==> config.mk <==
export PLATFORM = sky130hd
export DESIGN_NAME = ah_pl2ddr_sched
export DESIGN_NICKNAME = d
export VERILOG_FILES = /design/src/rtl/ah_pl2ddr_pkg.sv /design/src/rtl/ah_pl2ddr_len_sel.sv /design/src/rtl/ah_pl2ddr_sched.sv
export SDC_FILE = /design/constraint.sdc
export NUM_CORES = 1
export LEC_CHECK = 0
export BUFFER_PORTS_ARGS = -buffer_cell sky130_fd_sc_hd__clkbuf_2
export CAP_MARGIN = 20
export CORE_MARGIN = 2
export CORE_UTILIZATION = 58
export DETAILED_ROUTE_END_ITERATION = 7
export HOLD_SLACK_MARGIN = 0.02
export PLACE_DENSITY = 0.81
export SLEW_MARGIN = 20
export SYNTH_ARGS = -nofsm -noshare
export SYNTH_HDL_FRONTEND = slang
export SYNTH_SLANG_ARGS = --single-unit
export TNS_END_PERCENT = 1
==> constraint.sdc <==
create_clock -name clk -period 8.7 [get_ports clk]
set_input_delay 0 -clock clk [delete_from_list [all_inputs] [get_ports clk]]
set_output_delay 0 -clock clk [all_outputs]
set_load 0.01 [all_outputs]
==> src/rtl/ah_pl2ddr_pkg.sv <==
// Shared types and constants for the PL-to-DDR write-burst scheduler.
package ah_pl2ddr_pkg;

    localparam int BYTES_PER_BEAT  = 4;
    localparam int MAX_BURST_LIMIT = 256;

    typedef enum logic [2:0] {
        ST_IDLE,
        ST_CALC,
        ST_ISSUE,
        ST_WAIT,
        ST_UPDATE,
        ST_HALT
    } state_t;

endpackage

==> src/rtl/ah_pl2ddr_len_sel.sv <==
// Burst-length priority encoder: largest power of two that fits the FIFO level,
// the remaining region space and the MAX_BURST ceiling.
module ah_pl2ddr_len_sel
    import ah_pl2ddr_pkg::*;
#(
    parameter int MAX_BURST = 256
) (
    input  logic [9:0]  fifo_count,
    input  logic [31:0] space,
    output logic [8:0]  len
);

    localparam int STEPS = $clog2(MAX_BURST_LIMIT) + 1;

    logic [STEPS-1:0] fits;

    generate
        for (genvar gi = 0; gi < STEPS; gi++) begin : g_fit
            localparam int P = 1 << gi;
            assign fits[gi] = (P <= MAX_BURST)
                           && ({22'b0, fifo_count} >= 32'(P))
                           && (space >= 32'(P * BYTES_PER_BEAT));
        end
    endgenerate

    // Ascending scan: the last (largest) candidate that fits wins.
    always_comb begin
        len = '0;
        for (int i = 0; i < STEPS; i++) begin
            if (fits[i]) len = 9'(1 << i);
        end
    end

endmodule

==> src/rtl/ah_pl2ddr_sched.sv <==
// Write-burst scheduler: sizes and issues one DDR write burst at a time inside
// a latched [low, high) region, in one-shot or ring mode.
module ah_pl2ddr_sched
    import ah_pl2ddr_pkg::*;
#(
    parameter int MAX_BURST    = 256,
    parameter bit WRAP_DEFAULT = 1'b0
) (
    input  logic        clk,
    input  logic        rst,
    input  logic        start,
    input  logic        enable,
    input  logic        wrap_en,
    input  logic [31:0] in_ddr_addr_low,
    input  logic [31:0] in_ddr_addr_high,
    input  logic [9:0]  fifo_count,
    output logic        cmd_valid,
    input  logic        cmd_ready,
    output logic [31:0] cmd_addr,
    output logic [8:0]  cmd_len,
    input  logic        burst_done,
    output logic [31:0] cur_offset,
    output logic [15:0] wrap_count,
    output logic        full,
    output logic        busy
);

    state_t      state_reg, state_next;
    logic [31:0] low_reg, low_next;
    logic [31:0] high_reg, high_next;
    logic        wrap_reg, wrap_next;
    logic [31:0] offset_reg, offset_next;
    logic [15:0] wrap_count_reg, wrap_count_next;
    logic        full_reg, full_next;
    logic [31:0] addr_reg, addr_next;
    logic [8:0]  len_reg, len_next;

    logic [31:0] region;
    logic [31:0] space;
    logic [8:0]  len_sel;

    // A degenerate region (high <= low) or an overshot offset counts as no space.
    assign region = high_reg - low_reg;
    assign space  = (high_reg > low_reg && offset_reg < region) ? (region - offset_reg) : '0;

    ah_pl2ddr_len_sel #(
        .MAX_BURST (MAX_BURST)
    ) u_len_sel (
        .fifo_count (fifo_count),
        .space      (space),
        .len        (len_sel)
    );

    always_comb begin
        state_next      = state_reg;
        low_next        = low_reg;
        high_next       = high_reg;
        wrap_next       = wrap_reg;
        offset_next     = offset_reg;
        wrap_count_next = wrap_count_reg;
        full_next       = full_reg;
        addr_next       = addr_reg;
        len_next        = len_reg;

        case (state_reg)
            ST_IDLE, ST_HALT: begin
                if (start) begin
                    low_next        = in_ddr_addr_low;
                    high_next       = in_ddr_addr_high;
                    wrap_next       = wrap_en;
                    offset_next     = '0;
                    wrap_count_next = '0;
                    full_next       = 1'b0;
                    state_next      = ST_CALC;
                end
            end
            ST_CALC: begin
                if (enable && fifo_count != '0) begin
                    if (space < 32'(BYTES_PER_BEAT)) begin
                        if (wrap_reg) begin
                            offset_next = '0;
                            if (wrap_count_reg != 16'hFFFF) wrap_count_next = wrap_count_reg + 16'd1;
                        end else begin
                            full_next  = 1'b1;
                            state_next = ST_HALT;
                        end
                    end else begin
                        addr_next  = low_reg + offset_reg;
                        len_next   = len_sel;
                        state_next = ST_ISSUE;
                    end
                end
            end
            ST_ISSUE: begin
                if (cmd_ready) state_next = ST_WAIT;
            end
            ST_WAIT: begin
                if (burst_done) state_next = ST_UPDATE;
            end
            ST_UPDATE: begin
                offset_next = offset_reg + (32'(len_reg) * 32'(BYTES_PER_BEAT));
                state_next  = ST_CALC;
            end
            default: state_next = ST_IDLE;
        endcase
    end

    always_ff @(posedge clk) begin
        if (rst) begin
            state_reg      <= ST_IDLE;
            low_reg        <= '0;
            high_reg       <= '0;
            wrap_reg       <= WRAP_DEFAULT;
            offset_reg     <= '0;
            wrap_count_reg <= '0;
            full_reg       <= 1'b0;
            addr_reg       <= '0;
            len_reg        <= '0;
        end else begin
            state_reg      <= state_next;
            low_reg        <= low_next;
            high_reg       <= high_next;
            wrap_reg       <= wrap_next;
            offset_reg     <= offset_next;
            wrap_count_reg <= wrap_count_next;
            full_reg       <= full_next;
            addr_reg       <= addr_next;
            len_reg        <= len_next;
        end
    end

    assign cmd_valid  = (state_reg == ST_ISSUE);
    assign cmd_addr   = addr_reg;
    assign cmd_len    = len_reg;
    assign cur_offset = offset_reg;
    assign wrap_count = wrap_count_reg;
    assign full       = full_reg;
    assign busy       = (state_reg != ST_IDLE) && (state_reg != ST_HALT);

endmodule

== Word-level counts from Yosys, hierarchy flattened ==
Cells that the tools add are included.

* Flip-flop bits (word level): 158
* Latch bits: 0
* Input bits: 81
* ROM bits: 0
* Memory bits (writable): 0
* Output and inout port bits: 92
* Memories kept: 0
* Logic and storage cells: 109

* Shift operators: 0
* $lt $le $gt $ge: 21
* Divide/modulo/power cells: 0
* Muxes and demuxes: 33
* Bitwise operators: 1
* Add/sub/neg operators: 5
* Reduce and logical (&&, ||, !) cells: 24
* Equality and inequality tests: 16
* $mul: 0

{| class="wikitable"
|+ Operators by type and width
! kind !! count
|-
| 32-bit two-way mux || 5
|-
| 32-bit case mux with 3 select lines || 1
|-
| 16-bit two-way mux || 5
|-
| 9-bit two-way mux || 8
|-
| 32-bit subtractor || 2
|-
| 32-bit by 11-bit adder with 32-bit output || 1
|-
| 32-bit adder || 1
|-
| 32-bit by 10-bit >= comparator with 1-bit output, second input constant || 1
|-
| 32-bit by 11-bit >= comparator with 1-bit output, second input constant || 1
|-
| 32-bit by 3-bit >= comparator with 1-bit output, second input constant || 1
|-
| 32-bit by 4-bit >= comparator with 1-bit output, second input constant || 1
|-
| 32-bit by 5-bit >= comparator with 1-bit output, second input constant || 1
|-
| 32-bit by 6-bit >= comparator with 1-bit output, second input constant || 1
|-
| 32-bit by 7-bit >= comparator with 1-bit output, second input constant || 1
|-
| 32-bit by 8-bit >= comparator with 1-bit output, second input constant || 1
|-
| 32-bit by 9-bit >= comparator with 1-bit output, second input constant || 1
|-
| 32-bit greater-than comparator || 1
|-
| 32-bit by 3-bit < comparator with 1-bit output, second input constant || 1
|-
| 32-bit < comparator || 1
|-
| 16-bit case mux with 2 select lines || 1
|-
| 3-bit two-way mux || 6
|-
| 16-bit by 1-bit adder with 16-bit output, second input constant || 1
|-
| 16-bit inequality test, second input constant || 1
|-
| 3-bit case mux with 5 select lines || 1
|-
| other kinds (28) || 55
|}

== Depth between registers and ports, before layout ==
* Word-level depth: 15
* Gate-level depth with buffers: 31
* Mapped depth without buffers: 29

== Hierarchy ==
Synthesis repeated with hierarchy kept, for this count alone.

* Cells, all modules: 1599
* Area total of the unflattened synthesis: 12052.8 um^2

{| class="wikitable"
|+ By module, submodules not included
! module !! instances !! area an instance (um^2) !! seq. area each (um^2) !! cells each
|-
| ah_pl2ddr_sched || 1 || 11717.5 || 3123.0 || 1544
|-
| ah_pl2ddr_len_sel || 1 || 335.3 || 0.0 || 55
|}

== Worst setup path after synthesis ==
OpenSTA, ideal clock, no wires.

* Path kind: register to register
* Start: register low_reg[0]
* End: register offset_reg[20] (netlist: cur_offset[20])
* Arrival time: 6.128 ns
* Path buffers: 2
* Clock period less this slack: 6.249 ns
* Data required time: 8.579 ns
* Setup slack: 2.451 ns
* Cell stages (with the launch flop): 28
* Library setup time: 0.121 ns
* Cell sequence: dfxtp_1 > ha_1 > inv_1 > fa_1 > a21oi_1 > o221ai_1 > a41oi_1 > nor2_1 > a211o_1 > a31oi_1 > o21ai_0 > a21boi_0 > o21ai_0 > xnor2_1 > ha_1 > buf_2 > and2_1 > clkbuf_1 > and3_1 > a221oi_1 > o211ai_1 > or4_1 > nor4_2 > nand2_2 > nand2b_4 > a21oi_2 > and4_1 > mux2_2

* Cells in the longest elaborated chain, start to end: 7
* Elaborated cells on any way between the ends: 9
* Classes of those cells: add/sub (2); order compare (3); eq/ne (1); mux (1); reduce/logical (2)

{| class="wikitable"
|+ RTL lines
! what !! line !! RTL
|-
| from (decl) || ah_pl2ddr_sched.sv:29 || <nowiki>logic [31:0] low_reg, low_next;</nowiki>
|-
| from (signal assigned) || ah_pl2ddr_sched.sv:121 || <nowiki>low_reg <= low_next;</nowiki>
|-
| 32-bit subtractor || ah_pl2ddr_sched.sv:43 || <nowiki>assign region = high_reg - low_reg;</nowiki>
|-
| 32-bit < comparator || ah_pl2ddr_sched.sv:44 || <nowiki>assign space = (high_reg > low_reg && offset_reg < region) ? (region - offset_reg) : '0;</nowiki>
|-
| 1-bit logical AND || ah_pl2ddr_sched.sv:44 ||
|-
| 32-bit two-way mux * || ah_pl2ddr_sched.sv:44 ||
|-
| 32-bit by 3-bit < comparator with 1-bit output * || ah_pl2ddr_sched.sv:79 || <nowiki>if (space < 32'(BYTES_PER_BEAT)) begin</nowiki>
|-
| 2-bit inequality test (no line) * || n/a ||
|-
| 5-bit AND reduction (no line) * || n/a ||
|-
| to (signal assigned) || ah_pl2ddr_sched.sv:124 || <nowiki>offset_reg <= offset_next;</nowiki>
|-
| to (decl) || ah_pl2ddr_sched.sv:32 || <nowiki>logic [31:0] offset_reg, offset_next;</nowiki>
|}

Every way passes the cells marked *; elsewhere a longest branch is shown, timed or not.
A chain may end at the register's enable or synchronous reset.

== Worst setup path in the final report ==
* Start: register low_reg[0]
* End: register len_reg[7] (netlist: cmd_len[7])

* Cells in the longest elaborated chain, start to end: 13
* Elaborated cells on any way between the ends: 30
* Classes of those cells: add/sub (2); order compare (10); mux (8); bitwise (1); reduce/logical (9)

{| class="wikitable"
|+ RTL lines
! what !! line !! RTL
|-
| 32-bit subtractor || ah_pl2ddr_sched.sv:43 ||
|-
| 32-bit < comparator || ah_pl2ddr_sched.sv:44 ||
|-
| 1-bit logical AND || ah_pl2ddr_sched.sv:44 ||
|-
| 32-bit two-way mux * || ah_pl2ddr_sched.sv:44 ||
|-
| 32-bit by 5-bit >= comparator with 1-bit output || ah_pl2ddr_len_sel.sv:22 || <nowiki>&& (space >= 32'(P * BYTES_PER_BEAT));</nowiki>
|-
| 1-bit logical AND || ah_pl2ddr_len_sel.sv:22 ||
|-
| 9-bit two-way mux (7 in series) || ah_pl2ddr_len_sel.sv:30 || <nowiki>if (fits[i]) len = 9'(1 << i);</nowiki>
|-
| to (signal assigned) || ah_pl2ddr_sched.sv:128 || <nowiki>len_reg <= len_next;</nowiki>
|-
| to (decl) || ah_pl2ddr_sched.sv:36 || <nowiki>logic [8:0] len_reg, len_next;</nowiki>
|}

Marked as above.

==> flow_summary.yaml <==
layout:
  layout.nets: 1983
  syn_to_final_growth_pct: 19.22
  drive_gt1_frac: 0.1392
  fillerInstances: 1616
  postLayoutCoreUtil: 0.7002
timing:
  setup_viol: 0
  rsz0062_at_grt: "false"
  finalSetupTns_ns: 0
  hold_slack_ns: 0.06486
  final_max_slew_viol_count: 0
  fin_crit_sh: 0.9062
  final-hold-violation-count: 0
  fin_ws_ns: 0.8160
  max_freq_mhz: 126.8
  clock_skew_ns: 0.02393
  fin_crit_ns: 7.884
  relSlewSlack: 0.4100
  worstMarginPinSlew_ns: 0.8816
power:
  clockPowerShare: 0.134
  ir_drop_mv: 0.2157
  p_sw_frac: 0.5308
  p_seq_frac: 0.146
  leakage_nw: 6.080
  combinationalPowerShare: 0.720
  power.internal_mw: 2.788
  power_density_nw_per_um2: 420.7
  p_switching_mw: 3.154
grt:
  grt_pass1_vias: 11930
  track_usage: 0.3490
  grt-ovfl-total: 0
  antenna_found_initial: 2
  grt_pass1_wl_mm: 61.07
  grt_max_degree: 109
min_path:
  hold_path_class: "in2reg"
  hp-start: "fifo_count[1]"
clock_tree:
  clock-sinks: 156
  clock_path_buffers: 2
  clk_pin_slew_ns: 0.07
  cts_setup_buffers: 0
  cts_resized: 0
  cts_tree: "done"
  cts_hold_buffers: 73
  clockRootBuffer: "clkbuf_16"
  insertion_delay_ns: 0.45
  htree_levels: 4
  numCtsBuffers: 17
route:
  drtPass1Iterations: 8
  wirelength_mm: 38.46
  ant_nets: 0
  wire_per_inst_um: 18.47
  drt_iter0_markers: 1363
  drc: 0
  routed_via_density: 6.174
  routed-via-count: 12850
synthesis:
  synth_cell_type_count: 83
  async_reset_ff_frac: 0
  synth_edf_count: 0
  synth_seq_cells: 156
  yosysTopAreaCell: "dfxtp_1"
  ys.flop_type: "dfxtp_1"
  ys_top_cells_by_count: "nand2_1 (224), a21oi_1 (192), dfxtp_1 (156), nor2_1 (145), inv_1 (112)"
  netlist_area_um2: 11850
  synth_top_area_share: 0.2637
  synth.most_common_cell: "nand2_1"
  yosysSeqAreaShare: 0.2637
  synth_warnings: 0
  synth_area_leaders: "dfxtp_1 (26%), ha_1 (11%), a21oi_1 (8.1%)"
  synthCells: 1604
  avgSynthCellArea_um2: 7.385
die:
  rows: 52
  core_area_um2: 20170
  die_y_um: 146.9
  dieArea_um2: 21580
  start_util: 0.5873
  ios: 173
  die_w_um: 146.9
setup_path:
  worst_setup_path_end_kind: "flip-flop"
  r2r-start: "low_reg[0]$_SDFFE_PP0P_"
  crit_fanout: 10
  cp_num_buf_inv: 2
  cp_top_family: "compound AO/OA/AOI/OAI gates"
  worst_path_largest_cell_delay_ns: 0.57
  crit_top_cell: "a21oi_1"
  critPathKind: "reg2reg"
  required_ns: 9.07
  slowest_stage: "dlygate4sd3_1"
  cp-start-kind: "flip-flop"
  crit_start: "low_reg[0]$_SDFFE_PP0P_"
  arrival_ns: 8.25
status:
  status: "completed"
flow_run:
  cap_violations: 0
placed_design:
  place_ws_ns: 1.105
  gp_congestion: 0.9701
  dp_hpwl_mm: 27.72
  io_buffers: 170
-- worst reg2reg max path, stage by stage, from the launching register on --
cell and delay (ns):
dfxtp_1 0.36, ha_1 0.19, inv_1 0.06, fa_1 0.40, a21oi_1 0.23, o221ai_1 0.18
a41oi_1 0.41, nor2_1 0.12, a211o_1 0.35, a31oi_1 0.26, o21ai_0 0.22, a21boi_0 0.52
o21ai_0 0.22, xnor2_1 0.16, ha_1 0.40, a21oi_1 0.38, nand2_1 0.09, a221oi_1 0.47
o211ai_1 0.13, or4_1 0.54, nor4_2 0.29, nand2_2 0.21, or2_1 0.40, o21ai_2 0.09
dlygate4sd3_1 0.57, or4b_1 0.43, a21oi_1 0.15
-- layer usage --
metal	vias up	share of wire	track usage
met4	0	0.029	0.1245
met1	6026	0.44	0.4857
met3	102	0.082	0.05342
met2	653	0.45	0.5523
li1	6073	-	-
met5	-	0	0
-- layout by cell type (no fill, tap or decap), types with 35 or more instances in the layout --
| master | synthesis | final |
|---|---|---|
| a21o_1 | 36 | 36 |
| a21oi_1 | 192 | 192 |
| clkbuf_2 | 0 | 169 |
| dfxtp_1 | 156 | 156 |
| dlygate4sd3_1 | 0 | 73 |
| ha_1 | 102 | 102 |
| inv_1 | 112 | 112 |
| nand2_1 | 224 | 223 |
| nand3_1 | 35 | 35 |
| nor2_1 | 145 | 144 |
| nor3_1 | 38 | 38 |
| o21ai_0 | 53 | 52 |
| xnor2_1 | 55 | 55 |
-- cells by family after synthesis --
| kind of cell | share of synthesized area |
|---|---|
| xor gates and xnor gates | 0.05620 |
| buffers and inverters | 0.06623 |
| AOI/OAI and AO/OA | 0.2391 |
| other | 0.0003166 |
| adders and majority gates | 0.1111 |
| DFF | 0.2637 |
| muxes | 0.02070 |
| and+or+nand+nor | 0.2426 |
-- final cells by class --
cell class	count	area [µm²]	share of cell area
Antenna cell	2	5.005	0.0003544
Clock buffer	17	425.4	0.03012
Clock inverter	14	180.2	0.01276
Inverter	112	420.4	0.02977
Multi-Input combinational cell	1260	7966	0.5641
Sequential cell	156	3123	0.2211
Tap cell	270	337.8	0.02392
Timing Repair Buffer	251	1664	0.1178
-- per-stage QoR --
stage | power, mW | std cells | instance area [µm²]
floorplan | 4.054 | 1606 | 11850
global placement | 4.970 | 1975 | 12750
detailed placement | 4.957 | 1975 | 12750
CTS | 5.801 | 2079 | 14090
global route | 6.344 | 2082 | 14120
finish | 5.942 | 2082 | 14120
-- power groups by stage --
stage,logic [mW],registers (mW),clock network [mW]
floorplan,3.20,0.858,0
global placement,4.09,0.877,0
detailed placement,4.08,0.879,0
CTS,4.14,0.864,0.801
global route,4.65,0.875,0.823
finish,4.28,0.866,0.798
-- final timing paths --
path	slack, ns	depth (start not counted)	end
worst max-delay path	0.82	26	cmd_len[7]$_SDFFE_PP0P_
worst min-delay path	0.06	4	cmd_len[0]$_SDFFE_PP0P_
worst max register to register	0.82	26	cmd_len[7]$_SDFFE_PP0P_
worst min register to register	0.46	2	high_reg[24]$_SDFFE_PP0P_
(Power assumes the default switching activity.)
